<file path="src/rtl/aes_blk_loader.sv">
// aes_blk_loader: pops full 128-bit blocks from the input FIFO and routes them to the AES core.
// Optional accepted-block counter is enabled by defining AES_BLK_LOADER_BLKCNT_EN.
module aes_blk_loader #(
    parameter int BLK_W = 128,
    parameter int CNT_W = 16
) (
    input  logic             clk,
    input  logic             rst,
    input  logic             fifo_full,
    input  logic             fifo_empty,
    input  logic [BLK_W-1:0] fifo_data,
    output logic             fifo_read_en,
    input  logic             key_req,
    input  logic             flush,
    output logic [BLK_W-1:0] blk_data,
    output logic             blk_valid,
    input  logic             blk_ready,
    output logic [BLK_W-1:0] key_data,
    output logic             key_valid,
    output logic             busy,
    output logic [CNT_W-1:0] blk_count
);

    localparam logic [1:0] IDLE    = 2'd0;
    localparam logic [1:0] POP     = 2'd1;
    localparam logic [1:0] CAPTURE = 2'd2;
    localparam logic [1:0] PRESENT = 2'd3;

    logic [1:0]       state_q, state_d;
    logic             key_pending_q, key_pending_d;
    logic             key_valid_q, key_valid_d;
    logic [BLK_W-1:0] blk_data_q, blk_data_d;
    logic [BLK_W-1:0] key_data_q, key_data_d;
    logic             pop_ok;
    logic             unused_empty;

    // Writes win over reads in the FIFO: still full means the pop was dropped.
    // A non-empty, non-full FIFO means a write landed alongside a good pop.
    assign pop_ok       = !fifo_full;
    assign unused_empty = fifo_empty;

    always_comb begin
        state_d       = state_q;
        key_pending_d = key_pending_q | key_req;
        key_valid_d   = 1'b0;
        blk_data_d    = blk_data_q;
        key_data_d    = key_data_q;
        case (state_q)
            IDLE: begin
                if (fifo_full) state_d = POP;
            end
            POP: begin
                state_d = CAPTURE;
            end
            CAPTURE: begin
                if (!pop_ok) begin
                    state_d = POP;
                end else if (key_pending_q) begin
                    key_data_d    = fifo_data;
                    key_valid_d   = 1'b1;
                    key_pending_d = key_req;
                    state_d       = IDLE;
                end else begin
                    blk_data_d = fifo_data;
                    state_d    = PRESENT;
                end
            end
            PRESENT: begin
                if (blk_ready) state_d = IDLE;
            end
            default: state_d = IDLE;
        endcase
        if (flush) begin
            state_d       = IDLE;
            key_pending_d = 1'b0;
            key_valid_d   = 1'b0;
            blk_data_d    = blk_data_q;
            key_data_d    = key_data_q;
        end
    end

    always_ff @(posedge clk) begin
        if (rst) begin
            state_q       <= IDLE;
            key_pending_q <= 1'b0;
            key_valid_q   <= 1'b0;
            blk_data_q    <= '0;
            key_data_q    <= '0;
        end else begin
            state_q       <= state_d;
            key_pending_q <= key_pending_d;
            key_valid_q   <= key_valid_d;
            blk_data_q    <= blk_data_d;
            key_data_q    <= key_data_d;
        end
    end

    assign fifo_read_en = (state_q == POP);
    assign blk_valid    = (state_q == PRESENT);
    assign busy         = (state_q != IDLE);
    assign blk_data     = blk_data_q;
    assign key_data     = key_data_q;
    assign key_valid    = key_valid_q;

`ifdef AES_BLK_LOADER_BLKCNT_EN
    logic [CNT_W-1:0] cnt_q;
    logic             hshake;

    assign hshake = (state_q == PRESENT) && blk_ready;

    always_ff @(posedge clk) begin
        if (rst || flush) begin
            cnt_q <= '0;
        end else if (hshake) begin
            cnt_q <= cnt_q + {{(CNT_W-1){1'b0}}, 1'b1};
        end
    end

    assign blk_count = cnt_q;
`else
    assign blk_count = '0;
`endif

endmodule

</file>
<file path="config.mk">
export PLATFORM = sky130hd
export DESIGN_NAME = aes_blk_loader
export DESIGN_NICKNAME = d
export VERILOG_FILES = /design/src/rtl/aes_blk_loader.sv
export SDC_FILE = /design/constraint.sdc
export NUM_CORES = 1
export LEC_CHECK = 0
export CAP_MARGIN = 20
export CORE_MARGIN = 5
export CORE_UTILIZATION = 40
export CTS_BUF_LIST = sky130_fd_sc_hd__clkbuf_8
export CTS_CLUSTER_SIZE = 8
export DETAILED_ROUTE_END_ITERATION = 8
export HOLD_SLACK_MARGIN = 0.05
export PLACE_DENSITY = 0.74
export RECOVER_POWER = 25
export SLEW_MARGIN = 20
export SYNTH_ARGS = -nofsm -noshare
export SYNTH_HDL_FRONTEND = slang
export SYNTH_SLANG_ARGS = --single-unit
</file>
<file path="constraint.sdc">
create_clock -name clk -period 2.9 [get_ports clk]
set_input_delay 0.435 -clock clk [delete_from_list [all_inputs] [get_ports clk]]
set_output_delay 0.435 -clock clk [all_outputs]
set_load 0.02 [all_outputs]
</file>
# After elaboration in Yosys (flattened, before gate mapping)
# Cells that the tools add are included.
[word_totals]
elab_cells = 31
output_inout_bits = 276
mem_bits_ro = 0
ram_bits = 0
latch_bits = 0
reg_bits = 260
inputBits = 135
n_memories = 0
[classes]
reduce_logical = 7
div_mod_pow = 0
order_cmp = 0
n_addsub = 0
n_shift = 0
bitwise = 5
n_eq_ne = 5
n_mul = 0
n_mux = 9
[ops]
columns = ["operator", "n"]
rows = [
  ["2-to-1 mux 2 bit", 4],
  ["case mux 2 bit (4 select lines)", 1],
  ["AND reduction 4 bit", 2],
  ["== test 2 bit (second input constant)", 2],
  ["2-to-1 mux 1 bit", 4],
  ["inverter 1 bit", 4],
  ["OR reduction 4 bit", 1],
  ["== test 2 x 1 -> 1 bit (second input constant)", 1],
  ["logical NOT 2 bit", 1],
  ["!= test 2 x 1 -> 1 bit (second input constant)", 1],
  ["!= test 2 bit (second input constant)", 1],
  ["AND reduction 2 bit", 1],
  ["nonzero test 2 bit", 1],
  ["OR reduction 2 bit", 1],
  ["bitwise OR 1 bit", 1],
]

# Depth between registers and ports, before layout
# Gate-level depths: netlist of run 1.
[logic_depth]
depth_word = 4
depth_mapped = 6
depth_no_buf = 3

# Least setup slack after synthesis of run 1
# OpenSTA, ideal clock, no wires.
[synth_path]
path_type = "register -> register"
start = "reg state_q[0]"
end = "reg blk_data_q[100], in the netlist blk_data[100]"
path_buffers = 3
setup_time_ps = 72
arrival_ps = 1617
synth_period_minus_slack_ps = 1688
slack_ps = 1212
stages_incl_launch_ff = 7
required_ps = 2828
path_cell_list = "dfxtp_1 > clkbuf_1 > or3b_1 > nor3_2 > buf_4 > buf_6 > mux2i_1"
[synth_via]
elab_chain_len = 2
[synth_lines]
columns = ["element", "line_no", "rtl"]
rows = [
  ["from (decl)", "29", "logic [1:0] state_q, state_d;"],
  ["from (signal assigned)", "90", "state_q <= state_d;"],
  ["== test 2 bit", "48", "case (state_q)"],
  ["AND reduction 4 bit (no source line)", "--", ""],
  ["to (signal assigned)", "93", "blk_data_q <= blk_data_d;"],
  ["to (decl)", "32", "logic [BLK_W-1:0] blk_data_q, blk_data_d;"],
]
# Every way passes these cells.
# A chain may end at the register's enable or synchronous reset.

# Final worst setup path of run 1
[layout_path]
start = "reg state_q[1]"
end = "reg blk_data_q[70], in the netlist blk_data[70]"
# Same word-level chain as after synthesis.

==> results of run 1 <==
layer usage:
layer / vias to the layer above / part of all wire / global-route usage
li1: 4018 / - / -
met1: 3714 / 0.40 / 0.209
met2: 278 / 0.48 / 0.316
met3: 62 / 0.088 / 0.0733
met4: 0 / 0.034 / 0.0670
met5: - / 0 / 0
flip-flops by register name (all words and copies together) (netlist names):
register	cells
blk_data	128
key_data	128
key_pending_q	1
key_valid	1
state_q	2
logic make-up (layout without fill, tap and decap cells):
family	after synthesis	count (layout)	synth area share
other cells	1	16	0.000348
compound gates	3	3	0.00139
mux	257	257	0.239
simple gates	400	400	0.233
buf+inv	89	485	0.0434
flops	260	260	0.483
critical path, cell delays in order, from the launching register on:
cell and delay, ns:
sky130_fd_sc_hd__dfxtp_1 0.44, sky130_fd_sc_hd__or3b_1 0.40, sky130_fd_sc_hd__nor3_1 0.37, sky130_fd_sc_hd__clkbuf_4 0.82, sky130_fd_sc_hd__mux2i_1 0.27
layout by cell type (no fill, tap or decap), drive strengths merged, types with 3 or more instances in the layout:
cell           Yosys  routed
buf               43      11
inv                0      17
nand2b           385     385
dfxtp            260     260
clkdlybuf4s50      0     392
conb               1      16
mux2i            257     257
nor3               4       4
clkbuf            46      63
a21oi              3       3
metrics by stage:
| stage | cell area, um2 | power, mW |
|---|---|---|
| floorplan | 10800 | 3.92 |
| finish | 15800 | 7.35 |
| global placement | 14900 | 4.14 |
| CTS | 15800 | 7.46 |
| detailed placement | 14900 | 4.15 |
| global route | 15800 | 7.66 |
power breakdown:
group          switching [mW]  internal, mW
registers             0.00743          3.58
logic                   0.185         0.292
clock network            1.45          1.83
total                    1.64          5.71
how the worst max path moves through the flow:
stage / to / start
3_3_place_gp: key_data[95]$_SDFFE_PP0P_ / flush
3_5_place_dp: key_data[0]$_SDFFE_PP0P_ / flush
4_1_cts: fifo_read_en / state_q[0]$_SDFFE_PP0P_
5_1_grt: key_data[44]$_SDFFE_PP0P_ / state_q[1]$_SDFFE_PP0P_
6_report: blk_data[70]$_SDFFE_PP0P_ / state_q[1]$_SDFFE_PP0P_
2_1_floorplan: blk_data[100]$_SDFFE_PP0P_ / state_q[0]$_SDFFE_PP0P_
cell type report:
cell class              instances  area share
repair buffers                406       0.260
flip-flops and latches        260       0.330
multi-input cells             676       0.326
clock inverters                19     0.00491
clock buffers                  60      0.0523
well taps                     341      0.0270
==> flow_summary.ini, run 1 <==
[timing]
hold_viol = 0
hold_slack_ns = 0.470
finalWorstPathRequiredPeriod_ns = 2.47
fin_tns_setup_ns = 0
setup_ws_ns = 0.427
rsz0062_at_grt = no
highest_clock_rate_ghz = 0.404
setup_viol = 0
min_period_over_period = 0.853
report.final.slew_viol_count = 0
timing.clock.skew_ns = 0.0196
tightestPinTransition_ns = 0.973
slew_headroom = 0.351

[critical_path]
reg2reg_to = blk_data[70]$_SDFFE_PP0P_
critical_path.reg2reg.startpoint = state_q[1]$_SDFFE_PP0P_
crit_arrival_ns = 2.92
required_time_worst_endpoint_ns = 3.35
worst_r2r_path_depth = 4
end_kind = flop
element_type_at_the_critical_path_start = flop
regToRegSetupSlack_ns = 0.43
timing.critical_path.fanout_max = 45
criticalPathCategory = reg2reg

[clocking]
tritoncts = done
cts.path.max_buffers = 3
cts_hold_buffers = 0
clk-insertion-delay-late_ns = 0.54
htreeDepth = 2
cts-root-buf = sky130_fd_sc_hd__clkbuf_8
tritoncts.num_buffers = 46
post-cts-setup-buffer-count = 0
clock-sinks = 260
postCtsResizedCells = 0
clkSlewWorstSetupHoldPaths_ns = 0.06

[floorplan]
top_level_ports = 411
rows = 60
initial_core_util = 0.403
area_of_the_die_um2 = 30300
core_um2 = 26700
die-width_um = 174
chipHeight_um = 174

[layout]
finalNonFillerCells = 1762
multi_input_comb_area_um2 = 5150
nNetsFinal = 1525
fill_cells = 2302
final_core_utilization = 0.591
diodes = 0
area_growth_from_synthesis_to_layout_pct = 46.5
post_route_cells_drive_above_1_share = 0.0535
area.sequential_um2 = 5200

[power]
ir_worst_vdd_v = 0.000346
leak_nw = 6.36
power.density_nw_per_um2 = 466

[route]
final_antenna_net_count = 0
totalWireLength_mm = 29.5
detail_route.drc_violations = 0
via_per_inst = 4.58
drt_pre_antenna_iters = 4
routed-via-count = 8072
post_drt_wl_per_cell_um = 16.8
dr.first_iter.drc_count = 334

[logic_synthesis]
post_synth_instance_area_um2 = 10800
avgSynthCellArea_um2 = 10.7
synth-seq-cells = 260
cell_accounting_for_the_most_synthesized_area = sky130_fd_sc_hd__dfxtp_1
sequential_to_total_area_share_from_yosys_stat = 0.483
dominantRegCellSynth = sky130_fd_sc_hd__dfxtp_1
post-synth-top-area-fraction = 0.483
post-synth-top-count-cell = sky130_fd_sc_hd__nand2b_1
synth.area.top_cells = sky130_fd_sc_hd__dfxtp_1 48%, sky130_fd_sc_hd__mux2i_1 24%, sky130_fd_sc_hd__nand2b_1 22%
synth-async-reset-ratio = 0
synth-edff-count = 0
synthesis.instances = 1010
synth_commonest_cells = 385 x sky130_fd_sc_hd__nand2b_1, 260 x sky130_fd_sc_hd__dfxtp_1, 257 x sky130_fd_sc_hd__mux2i_1
synth_cell_types = 19
ys.warnings.count = 0

[hold_path]
min_to = key_data[107]$_SDFFE_PP0P_
hold_class = reg2reg
hp-start = key_data[107]$_SDFFE_PP0P_
timing.hold.worst_path_depth = 2

[grt]
groute.usage.overall = 0.185
via_count_of_the_first_global_routing_pass = 8323
grt_antenna_before_repair = 0
pin_count_of_the_biggest_net_entering_global_routing = 110
grt.overflow.total = 0
first_pass_grt_wire_length_mm = 45.9

[placement]
dp_cells = 1683
numPortBuffers = 393
pre_cts_slack_ns = 0.422
gp_congestion = 0.748
dp_hpwl_mm = 20.9

[outcome]
run_status = complete, no violations

[run]
cap_viol_max_count = 0
No activity file was read; power rests on OpenSTA's default activity.
==> inputs of run 2 (changes only) <==
--- a/config.mk
+++ b/config.mk
@@ -14,6 +14,7 @@
 export HOLD_SLACK_MARGIN = 0.05
 export PLACE_DENSITY = 0.74
 export RECOVER_POWER = 25
+export SKIP_LAST_GASP = 1
 export SLEW_MARGIN = 20
 export SYNTH_ARGS = -nofsm -noshare
 export SYNTH_HDL_FRONTEND = slang
==> constraint.sdc (replaced) <==
create_clock -name clk -period 2.8 [get_ports clk]
set_input_delay 0.42 -clock clk [delete_from_list [all_inputs] [get_ports clk]]
set_output_delay 0.42 -clock clk [all_outputs]
set_load 0.02 [all_outputs]
==> run 2 against run 1 <==
Sequential power is 4% higher. First-iteration DRC count is 12% lower. Design area stayed put. Via count is 0.30% lower. Core utilization stayed put. Sequential cell count stayed put. Largest power group unchanged. Setup slack better by 0.14 ns. Register-to-register slack better by 0.17 ns. Clock skew is 0.0085 ns lower. Largest cell class unchanged. Clock power is 2% higher. Critical path depth is 2 lower.
==> flow_summary.ini, run 2 (same netlist as run 1, synthesis figures left out) <==
[clocking]
htreeDepth = 2
clock-sinks = 260
postCtsResizedCells = 0
tritoncts.num_buffers = 46
post-cts-setup-buffer-count = 0
clk-insertion-delay-late_ns = 0.53
tritoncts = done
cts-root-buf = sky130_fd_sc_hd__clkbuf_8
cts_hold_buffers = 0
clkSlewWorstSetupHoldPaths_ns = 0.06
cts.path.max_buffers = 3

[critical_path]
worst_r2r_path_depth = 4
timing.critical_path.fanout_max = 9
regToRegSetupSlack_ns = 0.60
cp_slowest_cell = sky130_fd_sc_hd__clkdlybuf4s50_1
element_type_at_the_critical_path_start = flop
criticalPathCategory = reg2out
worstPathCellList = or2_2 > clkdlybuf4s50_1
crit_arrival_ns = 1.82
timing.critical_path.slowest_cell_delay_ns = 0.64
required_time_worst_endpoint_ns = 2.38
end_kind = output pin

[grt]
pin_count_of_the_biggest_net_entering_global_routing = 132
grt.overflow.total = 0
via_count_of_the_first_global_routing_pass = 8427
grt_antenna_before_repair = 1
groute.usage.overall = 0.185
first_pass_grt_wire_length_mm = 46.0

[timing]
setup_viol = 0
hold_viol = 0
tightestPinTransition_ns = 0.981
slew_headroom = 0.346
rsz0062_at_grt = no
timing.clock.skew_ns = 0.0110
highest_clock_rate_ghz = 0.447
finalWorstPathRequiredPeriod_ns = 2.24
fin_tns_setup_ns = 0
report.final.slew_viol_count = 0
min_period_over_period = 0.798

[power]
p_total_mw = 7.56
ir_worst_vdd_v = 0.000372
leak_nw = 6.37
power.density_nw_per_um2 = 479

[route]
totalWireLength_mm = 29.1
final_antenna_net_count = 0
dr.first_iter.drc_count = 293
post_drt_wl_per_cell_um = 16.5
via_per_inst = 4.55
routed-via-count = 8048
detail_route.drc_violations = 0
drt_pre_antenna_iters = 4

[placement]
gp_congestion = 0.781
numPortBuffers = 393
area_after_dpl_um2 = 14900
dp_hpwl_mm = 20.9

[layout]
layout.cells.most_common = sky130_fd_sc_hd__clkdlybuf4s50_1
post_route_cells_drive_above_1_share = 0.0519
design_area_um2 = 15800
area_growth_from_synthesis_to_layout_pct = 46.5
layout_common_cells = 392 x sky130_fd_sc_hd__clkdlybuf4s50_1, 385 x sky130_fd_sc_hd__nand2b_1, 260 x sky130_fd_sc_hd__dfxtp_1, 257 x sky130_fd_sc_hd__mux2i_1, 55 x sky130_fd_sc_hd__clkbuf_8
nNetsFinal = 1527

[floorplan]
initial_core_util = 0.403
chipHeight_um = 174
top_level_ports = 411
area_of_the_die_um2 = 30300
die-width_um = 174
core_um2 = 26700
rows = 60

[run]
cap_viol_max_count = 0

[hold_path]
hold_class = in2reg
timing.hold.worst_path_depth = 3

[outcome]
run_status = complete, no violations
## run 2: cell types whose count changed in the layout (fill, tap and decap cells not counted), sizes merged
cell,previous run,this run
bufinv,0,1
buf,11,10
clkinv,2,3
inv,17,22
diode,0,1
clkbuf,63,61
## run 2: layer usage
layer | vias to the layer above | GRT usage | routed length [um]
met3 | 45 | 0.0720 | 2620
met2 | 283 | 0.317 | 13900
met5 | - | 0 | 0
li1 | 4032 | - | -
met4 | 0 | 0.0624 | 791
met1 | 3688 | 0.211 | 11700
## run 2: path summary, 6_finish.rpt
kind | startpoint | to
setup reg to reg | state_q[0]$_SDFFE_PP0P_ | key_data[30]$_SDFFE_PP0P_
hold / removal | rst | key_data[120]$_SDFFE_PP0P_
hold reg to reg | key_data[104]$_SDFFE_PP0P_ | key_data[104]$_SDFFE_PP0P_
setup / recovery | state_q[0]$_SDFFE_PP0P_ | busy
## run 2: critical path: cells and delay by family, from the launching register on
family        cells  cell delay, ns
flops             1            0.48
simple gates      1            0.16
buf+inv           1            0.64
## run 2: power breakdown
| group | total (mW) | switching, mW | internal, mW |
|---|---|---|---|
| clock | 3.35 | 1.49 | 1.86 |
| sequential | 3.72 | 0.00784 | 3.71 |
| combinational | 0.494 | 0.192 | 0.302 |
| total | 7.56 | 1.69 | 5.87 |
## run 2: layout make-up
class | count | area, um2
Clock inverter | 26 | 128
Fill cell | 2282 | 10900
Antenna cell | 1 | 2.50
Clock buffer | 55 | 757
Multi-Input combinational cell | 676 | 5160
Sequential cell | 260 | 5200
Timing Repair Buffer | 408 | 4100
Tap cell | 341 | 427
## run 2: stage by stage
step / worst slack [ns] / hold slack, ns / utilization / cells
3_5_place_dp: 0.435 / 0.459 / 0.558 / 1685
5_1_grt: 0.370 / 0.372 / 0.591 / 1767
3_3_place_gp: 0.492 / 0.457 / 0.558 / 1685
2_1_floorplan: 1.11 / 0.499 / - / 1025
6_report: 0.564 / 0.374 / 0.591 / 1767
4_1_cts: 0.487 / 0.350 / 0.592 / 1766
